File: src/rtl/risc_v_mike_lsu.sv
// Load/store unit between execute and a word-organised data memory.
// Sub-word stores are read-modify-write; loads are lane-extracted and extended.
module risc_v_mike_lsu #(
    parameter int DATA_MEM_DEPTH = 16,
    parameter int MEM_ADDR_W     = 5
) (
    input  logic                  clk,
    input  logic                  rst,
    input  logic                  req_valid,
    output logic                  req_ready,
    input  logic                  req_we,
    input  logic [2:0]            req_funct3,
    input  logic [31:0]           req_addr,
    input  logic [31:0]           req_wdata,
    output logic                  rsp_valid,
    input  logic                  rsp_ready,
    output logic [31:0]           rsp_rdata,
    output logic                  rsp_err,
    output logic [MEM_ADDR_W-1:0] mem_addr,
    output logic                  mem_write,
    output logic [31:0]           mem_wr_data,
    input  logic [31:0]           mem_rd_data
);

    typedef enum logic [2:0] {
        IDLE,
        LOAD,
        RMW_RD,
        STORE_W,
        RESP
    } state_t;

    state_t                state_q;
    logic [2:0]            funct3_q;
    logic [1:0]            offset_q;
    logic [MEM_ADDR_W-1:0] wordIdx_q;
    logic [15:0]           wdata_q;
    logic [31:0]           merge_q;
    logic [31:0]           rdata_q;
    logic                  err_q;

    logic        reqIllegal;
    logic        reqMisaligned;
    logic        reqOutOfRange;
    logic        reqErr;
    logic [31:0] reqWordAddr;
    logic [31:0] laneWord;
    logic [31:0] loadData_d;
    logic [31:0] merge_d;

    always_comb begin
        reqWordAddr   = {2'b00, req_addr[31:2]};
        reqOutOfRange = (reqWordAddr >= 32'(DATA_MEM_DEPTH));
        reqMisaligned = ((req_funct3[1:0] == 2'b01) && req_addr[0]) ||
                        ((req_funct3[1:0] == 2'b10) && (req_addr[1:0] != 2'b00));
        case (req_funct3)
            3'b000, 3'b001, 3'b010: reqIllegal = 1'b0;
            3'b100, 3'b101:         reqIllegal = req_we;
            default:                reqIllegal = 1'b1;
        endcase
        reqErr = reqIllegal || reqMisaligned || reqOutOfRange;
    end

    // Shifting the addressed lane down to bit 0 lets both widths share one extractor.
    always_comb begin
        laneWord = mem_rd_data >> {offset_q, 3'b000};
        case (funct3_q)
            3'b000:  loadData_d = {{24{laneWord[7]}}, laneWord[7:0]};
            3'b001:  loadData_d = {{16{laneWord[15]}}, laneWord[15:0]};
            3'b100:  loadData_d = {24'h000000, laneWord[7:0]};
            3'b101:  loadData_d = {16'h0000, laneWord[15:0]};
            default: loadData_d = mem_rd_data;
        endcase
    end

    always_comb begin
        merge_d = mem_rd_data;
        if (funct3_q[1:0] == 2'b00) begin
            merge_d[{offset_q, 3'b000} +: 8] = wdata_q[7:0];
        end else begin
            merge_d[{offset_q[1], 4'b0000} +: 16] = wdata_q;
        end
    end

    always_ff @(posedge clk) begin
        if (!rst) begin
            state_q   <= IDLE;
            funct3_q  <= 3'b000;
            offset_q  <= 2'b00;
            wordIdx_q <= '0;
            wdata_q   <= 16'h0000;
            merge_q   <= 32'h0000_0000;
            rdata_q   <= 32'h0000_0000;
            err_q     <= 1'b0;
        end else begin
            case (state_q)
                IDLE: begin
                    if (req_valid) begin
                        funct3_q  <= req_funct3;
                        offset_q  <= req_addr[1:0];
                        wordIdx_q <= req_addr[MEM_ADDR_W+1:2];
                        wdata_q   <= req_wdata[15:0];
                        rdata_q   <= 32'h0000_0000;
                        err_q     <= reqErr;
                        if (reqErr) begin
                            state_q <= RESP;
                        end else if (!req_we) begin
                            state_q <= LOAD;
                        end else if (req_funct3[1:0] == 2'b10) begin
                            merge_q <= req_wdata;
                            state_q <= STORE_W;
                        end else begin
                            state_q <= RMW_RD;
                        end
                    end
                end
                LOAD: begin
                    rdata_q <= loadData_d;
                    state_q <= RESP;
                end
                RMW_RD: begin
                    merge_q <= merge_d;
                    state_q <= STORE_W;
                end
                STORE_W: begin
                    state_q <= RESP;
                end
                RESP: begin
                    if (rsp_ready) begin
                        state_q <= IDLE;
                    end
                end
                default: begin
                    state_q <= IDLE;
                end
            endcase
        end
    end

    // Gating with rst lets a reset in STORE_W cancel the write on that same edge.
    assign mem_write   = (state_q == STORE_W) && rst;
    assign mem_addr    = wordIdx_q;
    assign mem_wr_data = merge_q;
    assign req_ready   = (state_q == IDLE);
    assign rsp_valid   = (state_q == RESP);
    assign rsp_rdata   = rdata_q;
    assign rsp_err     = err_q;

endmodule
File: config.mk
export PLATFORM = sky130hd
export DESIGN_NAME = risc_v_mike_lsu
export DESIGN_NICKNAME = d
export VERILOG_FILES = /design/src/rtl/risc_v_mike_lsu.sv
export SDC_FILE = /design/constraint.sdc
export NUM_CORES = 1
export LEC_CHECK = 0
export CAP_MARGIN = 20
export CORE_AREA = 4 4 114 116
export DETAILED_ROUTE_END_ITERATION = 7
export DIE_AREA = 0 0 118 120
export PLACE_DENSITY = 0.9
export SYNTH_ARGS = -nofsm -noshare
export SYNTH_HDL_FRONTEND = slang
export SYNTH_SLANG_ARGS = --single-unit
File: constraint.sdc
create_clock -name clk -period 2.6 [get_ports clk]
set_clock_uncertainty 0.2 [all_clocks]
set_input_delay 0.39 -clock clk [delete_from_list [all_inputs] [get_ports clk]]
set_output_delay 0.39 -clock clk [all_outputs]
set_load 0.01 [all_outputs]
* Yosys cells after proc, flatten, opt, wreduce, memory -nomap -nowiden
Index checks and enable logic that the tools add are counted.
** Storage, ports and cells
- Register bits after elaboration :: 94
- Input bits :: 104
- Output and inout port bits :: 73
- Word-level logic and storage cells :: 72
** Cells by class
- Add/sub/neg operators :: 2
- Magnitude comparators :: 1
- Equality and inequality tests :: 18
- Shift-type cells :: 5
- Muxes and demuxes :: 18
- Reductions and logical operators :: 20
** Operators by type and width (count)
- $mux W32 :: 6
- $pmux W32 S2 :: 2
- $pmux W32 S4 :: 1
- $bwmux W32 :: 2
- $shift A16 B7 Y32 const A :: 1
- $shift A8 B7 Y32 const A :: 1
- $shiftx A16 B7 Y32 :: 1
- $shiftx A8 B7 Y32 :: 1
- $shr A32 B5 Y16 :: 1
- $ge A30 B5 Y1 const B :: 1
- $eq A3 B3 Y1 const B :: 5
- $neg A5 Y7 :: 2
- $pmux W3 S4 :: 1
- $eq A3 B1 Y1 const B :: 3
- $eq A3 B2 Y1 const B :: 3
- $logic_not A3 Y1 :: 3
- $mux W3 :: 3
- $ne A2 B1 Y1 const B :: 3
- $reduce_and A2 Y1 :: 3
- $reduce_bool A2 Y1 :: 3
- $reduce_and A5 Y1 :: 1
- $ne A2 B2 Y1 const B :: 2
- $reduce_or A2 Y1 :: 2
- $logic_and A1 B1 Y1 :: 3
- other kinds (8) :: 10

* Longest topological paths before layout
- Depth after elaboration :: 8
- Depth in mapped cells :: 9
- Gate-level depth less buffers :: 7

* Worst setup path after synthesis
Ideal clock, no wire load.
- Path type :: reg2reg
- From :: register offset_q[0]
- To :: register merge_q[18], in the netlist mem_wr_data[18]
- Setup time :: 0.072 ns
- Arrival :: 2.058 ns
- Data required time :: 2.328 ns
- Slack :: 0.270 ns
- Stages on the path, launching flop included :: 10
- Buffers on the path :: 2
- Clock period less this slack :: 2.330 ns
- Path through :: dfxtp_1 buf_4 inv_1 ha_1 nor4bb_1 buf_1 a221oi_1 a211oi_1 o21ai_1 mux2i_1
** Between the ends
- Word-level cells in the longest chain between the ends :: 5
- Elaborated cells on any way between the ends :: 6
- Classes of those cells :: add/sub (1); shift (2); mux (3)
** Ends and longest elaborated chain
- from (decl) :: RTL line 35 : logic [1:0] offset_q;
- from (signal assigned) :: RTL line 100 : offset_q <= req_addr[1:0];
- $neg A5 Y7 * :: RTL line 79 : merge_d[{offset_q, 3'b000} +: 8] = wdata_q[7:0];
- $shiftx A8 B7 Y32 or $shift A8 B7 Y32 (tied branches) :: RTL line 79
- $bwmux W32 * :: RTL line 79
- $mux W32 * :: RTL line 78 : if (funct3_q[1:0] == 2'b00) begin
- $pmux W32 S2 * :: RTL line 96 : case (state_q)
- to (signal assigned) :: RTL line 110 : merge_q <= req_wdata;
- to (signal assigned) :: RTL line 122 : merge_q <= merge_d;
- to (decl) :: RTL line 38 : logic [31:0] merge_q;
Mark *: on every way between the ends. The rest lies on a longest branch, timed or not.
A chain may end at the register's enable or synchronous reset.

* Worst setup path in the final report
- From :: register offset_q[1]
- To :: register merge_q[28], in the netlist mem_wr_data[28]
** Between the ends
- Word-level cells in the longest chain between the ends :: 5
- Elaborated cells on any way between the ends :: 10
- Classes of those cells :: add/sub (2); shift (4); mux (4)
** Ends and longest elaborated chain
- $neg A5 Y7, on equally long branches :: RTL line 81, 79
- $shiftx A16 B7 Y32, or another cell as far along :: RTL line 81 : merge_d[{offset_q[1], 4'b0000} +: 16] = wdata_q;
- $bwmux W32, on equally long branches :: RTL line 81, 79
- $mux W32 * :: RTL line 78
- $pmux W32 S2 * :: RTL line 96
Marks and branches as above.

==> metrics <==
result of the run=complete, no violations; CP Data Required Time=2.67 ns; post-synthesis sequential area ratio=0.3374; pin count of the biggest net entering global routing=65; final estimated routing congestion in global placement=0.9357; # rows=40; full die area=14,160 sq um; Least-Margin Pin Slew=0.7013 ns; peak clock frequency supported by timing=0.4162 GHz; Starting Density=0.4682; Diodes inserted=0; overall routing resource usage=0.2503; Post-Syn Area per Cell=about 8 sq um; final period utilization=0.9242; clock net sink count=94; number of search-and-repair iterations in the first detailed-routing pass=6; Clock transition at path regs=0.07 ns; Arrival @ worst endpoint=2.47 ns; clock root buffer=sky130_fd_sc_hd__clkbuf_16; buffers added on ports=176; met3 layer usage reported by global route=0.05278; Area growth, synth to finish=38.86%; height of the die=around 120 microns; count of antenna-violating nets left after detailed routing=0; fraction of layout instances using a drive strength above 1=0.07092; setup total negative slack=0 ns; setup repair after global routing missed its margin=false; post-synth cell types=52; Async SR Flop Fraction=0; Storage cell area=between 1500 and 2000 sq um; detailed-route wire length=18,480 microns; static power due to leakage=3.004 nW; final setup violating endpoints=0; total net switching power=~0.0010 W; R2R cell count=8; Peak supply drop=266.8 uV; area of the core=11,910 sq um; most used cells in the layout excluding fill and tap cells=175 x sky130_fd_sc_hd__clkdlybuf4s50_1, 166 x sky130_fd_sc_hd__nand2_1, 93 x sky130_fd_sc_hd__dfxtp_1; clock share of power=0.409; # fillers=between 900 and 1,000; max-slew violation count=0; Net count, final=951; capturing element of the worst setup path=mem_wr_data[28]$_SDFFE_PN0P_; via count of the first global-routing pass=5,677; initial antenna violation count=0; number of nets produced by synthesis=803; average routed wire per standard cell=around 19 microns; Yosys Warn Count=0; gr ovfl total=0; most heavily used metal layer in global routing=met2; H-tree lvl count=3; post-CTS repair timing setup buffer count=0; count of placed standard cells in the final layout, fillers left out=~990; post-cts hold buffer count=0; capturing element type of the critical path=register; number of hold-slack violations in the final timing report=0; min-delay worst type=reg2reg; met2 Resource Use GR=0.4129; Detailed Route Iter0 Violations=564; CTS tree=built; kind of start point of the critical path=register; fraction of power consumed by sequential logic=0.398; Cells after Synth=about 690; startpoint of the most critical setup path=offset_q[1]$_SDFFE_PN0P_; most common cell after layout, fill and taps aside=sky130_fd_sc_hd__clkdlybuf4s50_1; Max Cap Violations=0; DRC Markers=0; dpl cells=978; worst reg2reg endpoint=mem_wr_data[28]$_SDFFE_PN0P_; min Tclk post-route=2.403 ns; register bit total from synthesis=94; Num CTS Buffers=9; CTS max path bufs=2; number of enable-type register cells in the synthesized netlist=0; count of pins on the block boundary=177; worst reg2reg startpoint=offset_q[1]$_SDFFE_PN0P_; width of the chip=118 microns; Vias/cell=5.963; remaining max-slew budget at the tightest pin=0.5322; portion of total power attributed to combinational logic=0.193; total via count after detailed routing=approximately 6,000; internal power component=0.002787 W; global-route wire length before repair=28,890 microns; kind of critical path=reg2reg; total of cells resized after clock tree synthesis=0; area of combinational cells with multiple inputs=3357 sq um; clock insertion delay at the later pin of the skew report=between 0.3 and 0.4 ns; share of total power consumed by net switching=0.2659; Cell Area, Synth=5577 sq um; most frequently used flop master after synthesis=sky130_fd_sc_hd__dfxtp_1; R2R Setup Slk=between 0.15 and 0.2 ns; detailed placement HPWL=~13,000 microns; Worst Hold Margin=0.2513 ns; Cell Pwr Density=490.2 nW/um^2; largest driver fanout on the critical path=29; met1 track utilization from global routing=0.3195
==> synth_stat cells, types with 5 or more instances <==
master | number | area share
sky130_fd_sc_hd__a21oi_2 | 9 | 0.014
sky130_fd_sc_hd__clkbuf_1 | 27 | 0.018
sky130_fd_sc_hd__o211ai_1 | 6 | 0.0081
sky130_fd_sc_hd__a221o_1 | 31 | 0.056
sky130_fd_sc_hd__nor4_1 | 5 | 0.0056
sky130_fd_sc_hd__buf_6 | 6 | 0.012
sky130_fd_sc_hd__nand2_1 | 166 | 0.11
sky130_fd_sc_hd__nor2_1 | 36 | 0.024
sky130_fd_sc_hd__nand3_1 | 9 | 0.0081
sky130_fd_sc_hd__ha_1 | 5 | 0.011
sky130_fd_sc_hd__a21oi_1 | 66 | 0.059
sky130_fd_sc_hd__o31ai_1 | 8 | 0.011
sky130_fd_sc_hd__buf_1 | 6 | 0.0040
sky130_fd_sc_hd__mux2i_1 | 75 | 0.13
sky130_fd_sc_hd__inv_1 | 7 | 0.0047
sky130_fd_sc_hd__buf_2 | 18 | 0.016
sky130_fd_sc_hd__o21ai_1 | 26 | 0.023
sky130_fd_sc_hd__nand2b_1 | 8 | 0.0090
sky130_fd_sc_hd__dfxtp_1 | 94 | 0.34
sky130_fd_sc_hd__a22oi_1 | 6 | 0.0081
sky130_fd_sc_hd__a22o_1 | 31 | 0.049
==> worst max-delay path, stage by stage (launching register included) <==
cell	delay (ns)
sky130_fd_sc_hd__dfxtp_2	0.33
sky130_fd_sc_hd__buf_4	0.36
sky130_fd_sc_hd__ha_1	0.25
sky130_fd_sc_hd__nor4bb_1	0.46
sky130_fd_sc_hd__buf_4	0.25
sky130_fd_sc_hd__a221o_1	0.14
sky130_fd_sc_hd__a22o_1	0.12
sky130_fd_sc_hd__nand2_1	0.06
sky130_fd_sc_hd__mux2i_1	0.16
==> sequential cells by signal (all words and copies together), names as in the netlist <==
register and flops:
rsp_rdata 32, offset_q 2, state_q 3, funct3_q 3
rsp_err 1, wdata_q 16, mem_addr 5, mem_wr_data 32
==> cell type report <==
| class | count | area share |
|---|---|---|
| clock buffer | 10 | 0.03086 |
| clock inverter | 5 | 0.01390 |
| tap | 147 | 0.02375 |
| inverter | 9 | 0.004363 |
| timing repair buffer | 197 | 0.2504 |
| multi-input combinational | 531 | 0.4335 |
| sequential | 94 | 0.2432 |
==> logic make-up after synthesis <==
| family | count (synthesis) | share of synthesized area |
|---|---|---|
| flip-flops | 94 | 0.3374 |
| buffers and inverters | 69 | 0.06058 |
| multiplexers | 77 | 0.1407 |
| AO/OA/AOI/OAI | 199 | 0.2535 |
| XOR/XNOR | 1 | 0.001571 |
| AND/OR/NAND/NOR | 249 | 0.1950 |
| adder cells (fa/ha/maj) | 5 | 0.01122 |
==> power groups by stage <==
stage          clock network, W  logic [W]  registers [W]
2_1_floorplan                 0   0.000404        0.00153
3_3_place_gp                  0   0.000708        0.00154
3_5_place_dp                  0   0.000716        0.00154
4_1_cts                 0.00155   0.000721        0.00151
5_1_grt                 0.00162   0.000785        0.00151
6_report                0.00155   0.000733        0.00151
==> metal layers <==
layer	routed length, microns	vias up
li1	-	2776
met1	7617	2726
met2	8400	360
met3	1777	59
met4	685	0
met5	0	-
==> metrics by stage <==
step | cell area, sq um | power [W] | worst slack [ns] | utilization
floorplan | 5577 | 0.001930 | 0.2700 | -
global placement | 7397 | 0.002247 | 0.1381 | 0.6210
detailed placement | 7397 | 0.002257 | 0.09007 | 0.6210
CTS | 7744 | 0.003783 | 0.2553 | 0.6501
global route | 7744 | 0.003915 | 0.01798 | 0.6501
finish | 7744 | 0.003796 | 0.1971 | 0.6501
==> how the worst min path moves through the flow <==
stage	slack, ns	from	end	depth (start not counted)
final	0.25	rsp_rdata[19]$_SDFFE_PN0P_	rsp_rdata[19]$_SDFFE_PN0P_	2
after global routing	0.26	rsp_rdata[22]$_SDFFE_PN0P_	rsp_rdata[22]$_SDFFE_PN0P_	2
after CTS	0.25	rsp_rdata[18]$_SDFFE_PN0P_	rsp_rdata[18]$_SDFFE_PN0P_	2
after detailed placement	0.24	rsp_rdata[18]$_SDFFE_PN0P_	rsp_rdata[18]$_SDFFE_PN0P_	2
after global placement	0.24	rsp_rdata[16]$_SDFFE_PN0P_	rsp_rdata[16]$_SDFFE_PN0P_	2
after floorplan	0.25	wdata_q[10]$_SDFFE_PN0P_	wdata_q[10]$_SDFFE_PN0P_	2
Note: power is estimated with default switching activity, not from simulation.
